## src/rtl/imem_pkg.sv

```systemverilog
// Shared types and helpers for the boot-loaded instruction memory.
// Holds the sequencer state enum, the NOP word and the word-index helper.
package imem_pkg;

   typedef enum logic [1:0] {
      CLEAR,
      LOAD,
      RUN
   } imem_state_t;

   localparam logic [31:0] IMEM_NOP = 32'h0000_0000;

   function automatic logic [31:0] word_index(input logic [31:0] byte_addr);
      return {2'b00, byte_addr[31:2]};
   endfunction

endpackage

```

## src/rtl/imem_array.sv

```systemverilog
// DEPTH x 32 instruction storage: one synchronous write port and one
// asynchronous read port; no reset on the contents.
module imem_array #(
   parameter int DEPTH = 64,
   parameter int AW    = $clog2(DEPTH)
) (
   input  logic          clk,
   input  logic          we,
   input  logic [AW-1:0] waddr,
   input  logic [31:0]   wdata,
   input  logic [AW-1:0] raddr,
   output logic [31:0]   rdata
);

   logic [31:0] mem [DEPTH];

   always_ff @(posedge clk) begin
      if (we) begin
         mem[waddr] <= wdata;
      end
   end

   assign rdata = mem[raddr];

endmodule

```

## src/rtl/imem_boot_loader.sv

```systemverilog
// Instruction memory with clear/load/run boot sequencer and fetch port.
// Define IMEM_RELOAD_EN to add the reload_req port (re-boot from RUN).
module imem_boot_loader
   import imem_pkg::*;
#(
   parameter int          DEPTH     = 64,
   parameter int          ADDR_W    = 8,
   parameter logic [31:0] FILL_WORD = IMEM_NOP
) (
   input  logic                     clk,
   input  logic                     reset,
`ifdef IMEM_RELOAD_EN
   input  logic                     reload_req,
`endif
   input  logic                     load_valid,
   input  logic [31:0]              load_data,
   input  logic                     load_last,
   output logic                     load_ready,
   input  logic [ADDR_W-1:0]        pc,
   output logic [31:0]              instruction,
   output logic                     imem_ready,
   output logic                     misaligned,
   output logic                     out_of_range,
   output logic [$clog2(DEPTH+1)-1:0] load_count
);

   localparam int AW = $clog2(DEPTH);
   localparam int CW = $clog2(DEPTH+1);
   localparam logic [AW-1:0] LAST = AW'(DEPTH - 1);

   imem_state_t   state_q, state_d;
   logic [AW-1:0] wptr_q, wptr_d;
   logic [CW-1:0] cnt_q, cnt_d;
   logic          we;
   logic [31:0]   wdata;
   logic [31:0]   rdata;
   logic [31:0]   idx;
   logic          run;

   always_ff @(posedge clk or posedge reset) begin
      if (reset) begin
         state_q <= CLEAR;
         wptr_q  <= '0;
         cnt_q   <= '0;
      end else begin
         state_q <= state_d;
         wptr_q  <= wptr_d;
         cnt_q   <= cnt_d;
      end
   end

   always_comb begin
      state_d    = state_q;
      wptr_d     = wptr_q;
      cnt_d      = cnt_q;
      we         = 1'b0;
      wdata      = FILL_WORD;
      load_ready = 1'b0;
      imem_ready = 1'b0;
      unique case (state_q)
         CLEAR: begin
            we     = 1'b1;
            wptr_d = wptr_q + AW'(1);
            if (wptr_q == LAST) begin
               state_d = LOAD;
               wptr_d  = '0;
               cnt_d   = '0;
            end
         end
         LOAD: begin
            load_ready = 1'b1;
            if (load_valid) begin
               we     = 1'b1;
               wdata  = load_data;
               wptr_d = wptr_q + AW'(1);
               cnt_d  = cnt_q + CW'(1);
               // Filling the last word ends the image even without load_last.
               if (load_last || wptr_q == LAST) begin
                  state_d = RUN;
               end
            end
         end
         RUN: begin
            imem_ready = 1'b1;
`ifdef IMEM_RELOAD_EN
            if (reload_req) begin
               state_d = CLEAR;
               wptr_d  = '0;
            end
`endif
         end
         default: begin
            state_d = CLEAR;
            wptr_d  = '0;
         end
      endcase
   end

   imem_array #(
      .DEPTH (DEPTH),
      .AW    (AW)
   ) u_array (
      .clk   (clk),
      .we    (we),
      .waddr (wptr_q),
      .wdata (wdata),
      .raddr (idx[AW-1:0]),
      .rdata (rdata)
   );

   assign idx          = word_index(32'(pc));
   assign run          = (state_q == RUN);
   assign misaligned   = run && (pc[1:0] != 2'b00);
   assign out_of_range = run && (idx >= 32'(DEPTH));
   assign instruction  = (run && !misaligned && !out_of_range) ?
                         rdata : FILL_WORD;
   assign load_count   = cnt_q;

endmodule

```

## config.mk

```make
export PLATFORM = sky130hd
export DESIGN_NAME = imem_boot_loader
export DESIGN_NICKNAME = d
export VERILOG_FILES = /design/src/rtl/imem_pkg.sv /design/src/rtl/imem_array.sv /design/src/rtl/imem_boot_loader.sv
export SDC_FILE = /design/constraint.sdc
export NUM_CORES = 2
export LEC_CHECK = 0
export CORE_ASPECT_RATIO = 1.25
export CORE_MARGIN = 2
export CORE_UTILIZATION = 45
export CTS_BUF_LIST = sky130_fd_sc_hd__clkbuf_4 sky130_fd_sc_hd__clkbuf_8
export CTS_CLUSTER_SIZE = 14
export DETAILED_ROUTE_END_ITERATION = 10
export GPL_TIMING_DRIVEN = 0
export SETUP_SLACK_MARGIN = 0.2
export SYNTH_ARGS = -nofsm -noshare
export SYNTH_HDL_FRONTEND = slang
export SYNTH_SLANG_ARGS = --single-unit
```

## constraint.sdc

```tcl
create_clock -name clk -period 3.9 [get_ports clk]
set_input_delay 0.78 -clock clk [delete_from_list [all_inputs] [get_ports clk]]
set_output_delay 0.78 -clock clk [all_outputs]
set_load 0.1 [all_outputs]
```

# Yosys cells after proc, flatten, opt, wreduce, memory -nomap -nowiden
# Memories as Yosys holds them, arrays and structs flattened.
# Index checks and enable logic that the tools add are counted.
[totals] register_bits=15 ram_bits=2048 input_bits=44 out_inout_bits=43 word_cells=46 n_memories=1
[op_classes] n_addsub=2 n_lt_le_gt_ge=1 n_eq_ne=6 muxes=19 bitwise_logic=1 n_reduce_logical=13
[memory_table] name="u_array.mem" depth=64 word_bits=32 rd=1 rd_ports_with_merged_regs=0 wr=1 line="imem_array.sv:15" source="logic [31:0] mem [DEPTH];"
[ops] cell="$mux W32" count=3
[ops] cell="$pmux W6 S3" count=1
[ops] cell="$mux W7" count=2
[ops] cell="$pmux W7 S2" count=1
[ops] cell="$mux W6" count=2
[ops] cell="$add A7 B1 Y7 const B" count=1
[ops] cell="$ge A6 B7 Y1 const B" count=1
[ops] cell="$add A6 B1 Y6 const B" count=1
[ops] cell="$eq A6 B6 Y1 const B" count=1
[ops] cell="$mux W2" count=3
[ops] cell="$ne A2 B2 Y1 const B" count=3
[ops] cell="$pmux W2 S3" count=1
[ops] cell="$mux W1" count=5
[ops] cell="$logic_and A1 B1 Y1" count=4
[ops] cell="$reduce_and A4 Y1" count=1
[ops] cell="$reduce_bool A2 Y1" count=2
[ops] cell="$reduce_and A3 Y1" count=1
[ops] cell="$eq A2 B1 Y1 const B" count=1
[ops] cell="$eq A2 B2 Y1 const B" count=1
[ops] cell="$logic_not A1 Y1" count=2
[ops] cell="$logic_not A2 Y1" count=1
[ops] cell="$pmux W1 S2" count=1
[ops] cell="$reduce_and A2 Y1" count=1
[ops] cell="$logic_or A1 B1 Y1" count=1
[ops] cell="$not A1 Y1" count=1

# Depth between registers and ports, before layout
[depth] ltp_word=6 depth_mapped=10 ltp_nobuf=6

# Modules after synthesis
# Synthesis repeated with hierarchy kept, for this count alone.
[unflattened] cells_unflattened=3471 area_unflattened_um2=79247.3
[modules_own_cells] mod="imem_array" instances=1 cells_each=3292 area_per_inst_um2=77874.7 seq_area_each_um2=61499.0
[modules_own_cells] mod="imem_boot_loader" instances=1 cells_each=179 area_per_inst_um2=1372.6 seq_area_each_um2=375.4

# Least setup slack after synthesis
# No wires, ideal clock.
[synth_path] path_kind="in2out" startpoint="input port pc[3]" endpoint="output port instruction[8]" t_arrival_ns=4.911 t_required_ns=3.120 slack_ns=-1.791 path_stages=8 n_path_buf=3 path_cell_list="buf_4 -> buf_2 -> clkbuf_1 -> nor2b_1 -> a221oi_1 -> o21ai_0 -> nor2_1 -> nor4_1"
[synth_via] elab_chain_cells=5 elab_cells_between_ends=6 classes_between="1 x order compare; 1 x mux; 3 x reduce/logical; 1 x memory"
[synth_lines] element="start, declared" line="imem_boot_loader.sv:19" source="input logic [ADDR_W-1:0] pc,"
[synth_lines] element="$ge A6 B7 Y1" line="imem_boot_loader.sv:114" source="assign out_of_range = run && (idx >= 32'(DEPTH));"
[synth_lines] element="$logic_and A1 B1 Y1" line="imem_boot_loader.sv:114"
[synth_lines] element="$logic_not A1 Y1" line="imem_boot_loader.sv:115" source="assign instruction = (run && !misaligned && !out_of_range) ?"
[synth_lines] element="$logic_and A1 B1 Y1" line="imem_boot_loader.sv:115"
[synth_lines] element="$mux W32 *" line="imem_boot_loader.sv:115"
[synth_lines] element="end, declared" line="imem_boot_loader.sv:20" source="output logic [31:0] instruction,"
# Mark *: on every way between the ends. The rest lies on a longest branch, timed or not.

# Final worst setup path
[layout_path] startpoint="register state_q[0]" endpoint="output port instruction[20]"
[layout_via] elab_chain_cells=6 elab_cells_between_ends=8 classes_between="1 x eq/ne; 1 x mux; 6 x reduce/logical"
[layout_lines] element="start, declared" line="imem_boot_loader.sv:31" source="imem_state_t state_q, state_d;"
[layout_lines] element="start signal, assigned" line="imem_boot_loader.sv:46" source="state_q <= state_d;"
[layout_lines] element="$eq A2 B2 Y1 *" line="imem_boot_loader.sv:112" source="assign run = (state_q == RUN);"
[layout_lines] element="$logic_and A1 B1 Y1" line="imem_boot_loader.sv:113" source="assign misaligned = run && (pc[1:0] != 2'b00);"
[layout_lines] element="$logic_not A1 Y1" line="imem_boot_loader.sv:115"
[layout_lines] element="$logic_and A1 B1 Y1" line="imem_boot_loader.sv:115"
[layout_lines] element="$logic_and A1 B1 Y1 *" line="imem_boot_loader.sv:115"
[layout_lines] element="$mux W32 *" line="imem_boot_loader.sv:115"
# Marked as above.

==> impl_metrics.py <==
metrics = {
    "status": {
        "status": "complete, but fails checks",
        "failed_checks": "setup timing",
    },
    "detailed_routing": {
        "drc_errors": 0,
        "finalWirelength_mm": 289,
        "antenna_left": 0,
        "firstDrtPassIters": 6,
        "dr_total_vias": 44500,
        "wl_per_cell_um": 43.0,
        "drtIter0Drc": 7828,
        "vias_per_cell": 6.60,
    },
    "cells_and_area": {
        "num-nets-final": 4213,
        "areaGrowthSynthToFinish_pct": 22.5,
        "layout_common_cells": "2048 x edfxtp_1, 550 x mux4_2, 348 x clkbuf_8",
        "post-route-util": 0.555,
        "drive_gt1_frac": 0.406,
        "final_common_cell": "edfxtp_1",
        "num-fill-cells": 13100,
    },
    "power_and_ir_drop": {
        "p_int_mw": 34.0,
        "netSwitchingPower_mw": 9.45,
        "switching_share": 0.217,
        "pwr-share-seq": 0.552,
        "pwr-share-clk": 0.412,
        "vdd_drop_max_mv": 0.385,
        "total_power_mw": 43.5,
        "powerDensity_nw_per_um2": 446,
        "pwr-share-comb": 0.036,
        "cellLeakagePower_nw": 26.0,
    },
    "global_route": {
        "grt_antenna_before_repair": 7,
        "grt_pass1_vias": 42900,
        "grtUsageTotal": 0.321,
        "grt_max_degree": 65,
        "grt_pass1_wl_mm": 381,
        "gr-total-overflow": 0,
    },
    "sta": {
        "worst_hold_slack_ps": 122,
        "final.period_utilization": 1.10,
        "max_freq_mhz": 233,
        "hold_violations": 0,
        "rsz0062_at_grt": "yes",
        "fin_worst_skew_ps": 78.8,
        "setup_viol": 37,
        "relSlewSlack": 0.164,
        "finalWorstSetupSlack_ps": -399,
        "worstMarginPinSlew_ps": 1250,
        "slew_violations": 0,
        "layout_min_cycle_time_ps": 4300,
    },
    "cts": {
        "cts_hold_buf": 0,
        "cts_buffers": 333,
        "clkLatencyLatePin_ps": 1110,
        "cts_tree": "yes",
        "cts_root_buf": "clkbuf_8",
        "clk_pin_slew_ps": 70,
        "cts_sinks": 2063,
        "cts_max_level": 5,
        "clockBufferDepth": 4,
    },
    "min_path": {
        "hp-class": "input pin to asynchronous set/reset pin",
    },
    "placed_design": {
        "portBuffers": 81,
        "dp_slack_ps": -3650,
        "hpwl_mm": 194,
        "routabilityCongestion": 0.888,
    },
    "synth": {
        "yosys_warnings": 0,
        "seq_area_frac_synth": 0.778,
        "synthArstFlopShare": 0.00727,
        "synth.cell_area_um2": 79600,
        "syn_avg_cell_area_um2": 22.8,
        "ys_types": 60,
        "syn-num-nets": 3540,
        "synth_area_leaders": "edfxtp_1 77%, mux4_2 16%, mux2i_1 1.1%",
        "synth_top_area_cell": "edfxtp_1",
        "ys.flop_type": "edfxtp_1",
        "ys_ff_latch": 2063,
        "netlist_instances": 3494,
        "synth_edf_count": 2048,
        "synth_top_area_share": 0.773,
    },
    "setup_path": {
        "critPathKind": "flip-flop to output pin",
        "critPathCaptureType": "output pin",
        "crit_fanout": 5,
        "crit_arrival_ps": 3520,
        "cp.required_ps": 3120,
        "startpoint_type": "flip-flop",
    },
    "floorplan": {
        "core_area_um2": 176000,
        "placementRows": 172,
        "die-area_um2": 180000,
        "die_w_um": 380,
        "start_util": 0.453,
        "die_h_um": 474,
        "io_pins": 87,
    },
    "run": {
        "maxCapViolCount": 0,
    },
}
==> synth_stat cells (all sizes together) (3+ instances only) <==
cell    count
o21ai      24
a221oi      3
mux2i      91
nor2b      14
a311o       5
nor2      119
a32oi       5
o32ai       4
mux4      550
a211oi     14
dfrtp      15
nand2     140
edfxtp   2048
o22ai      19
nor4        5
a31oi      26
o211ai     19
nand3b      3
inv         7
xor2        6
buf       145
o22a        5
mux2       22
a21oi      22
a22oi      27
clkbuf     44
nor3       17
nand3      17
o311ai      4
and3       37
or3         3
nand2b      6
==> layout make-up <==
class / instances / area [um2] / area share
Antenna cell: 3 / 7.51 / 0.0000770
Timing Repair Buffer: 337 / 5640 / 0.0578
Clock inverter: 106 / 611 / 0.00626
Multi-Input combinational cell: 1236 / 18500 / 0.190
Clock buffer: 447 / 5500 / 0.0564
Tap cell: 2349 / 2940 / 0.0301
Buffer: 189 / 2360 / 0.0242
Sequential cell: 2063 / 61900 / 0.635
Inverter: 7 / 33.8 / 0.000347
==> kinds of logic (layout without fill, tap and decap cells) <==
family	after synthesis	after routing	synth area share
flops	2063	2063	0.778
mux	663	663	0.170
simple gates	374	375	0.0211
buf+inv	196	1086	0.0136
compound gates	188	188	0.0163
xor+xnor	7	7	0.000771
fa+ha+maj	2	2	0.000314
other cells	1	4	0.0000471
==> metal layers <==
metal,up-vias,wire length (um),track usage
met4,2,17900,0.176
met1,23800,102000,0.421
li1,16200,-,-
met5,-,12,0
met2,3682,133000,0.492
met3,779,36800,0.0844
==> metrics by stage <==
step | cells | TNS, ps | instance area, um2
6_report | 6737 | -6670 | 97500
5_1_grt | 6735 | -8360 | 97500
4_1_cts | 6689 | -8680 | 96500
3_5_place_dp | 6085 | -937420 | 87700
3_3_place_gp | 5924 | -9113740 | 83700
2_1_floorplan | 3494 | 0 | 80000
==> critical path: stages, from the launching register on <==
cell and delay [ps]:
dfrtp_1 370, buf_6 130, or4b_4 490, clkbuf_16 200, nor2_4 110, buf_12 130
buf_12 110, buf_8 100, o211ai_1 250, a31oi_4 370, buf_12 220
==> repair_timing <==
| item | CTS | global route |
|---|---|---|
| hold endpoints to repair | 0 | 0 |
| setup endpoints to repair | 50 | 153 |
| resized for setup | 795 | 130 |
| setup buffers | 49 | 45 |
| cloned | 2 | 0 |
| pin swaps | 39 | 48 |
==> state kept, by name, indices dropped and copies added, names as in the netlist <==
name / flops
state_q: 2
load_count: 7
wptr_q: 6
u_array.mem: 2048
==> path summary, 6_finish.rpt <==
path / slack, ps / end / from / cells after the start
max: -400 / instruction[20] / state_q[0] / 10
min: 120 / wptr_q[0] / reset / 2
max reg2reg: -30 / u_array.mem[10][7] / state_q[0] / 9
min reg2reg: 560 / load_count[6] / load_count[6] / 2
max in group asynchronous: 3340 / state_q[1] / reset / 2
min in group clk: 420 / state_q[1] / load_last / 3
==> power groups by stage <==
stage | registers [mW] | logic (mW) | clock network [mW]
2_1_floorplan | 24.5 | 0.682 | 0
3_3_place_gp | 24.5 | 1.31 | 0
3_5_place_dp | 24.5 | 1.31 | 0
4_1_cts | 24.0 | 1.50 | 18.0
5_1_grt | 24.0 | 1.58 | 18.9
6_report | 24.0 | 1.57 | 17.9
(Power assumes the default switching activity.)
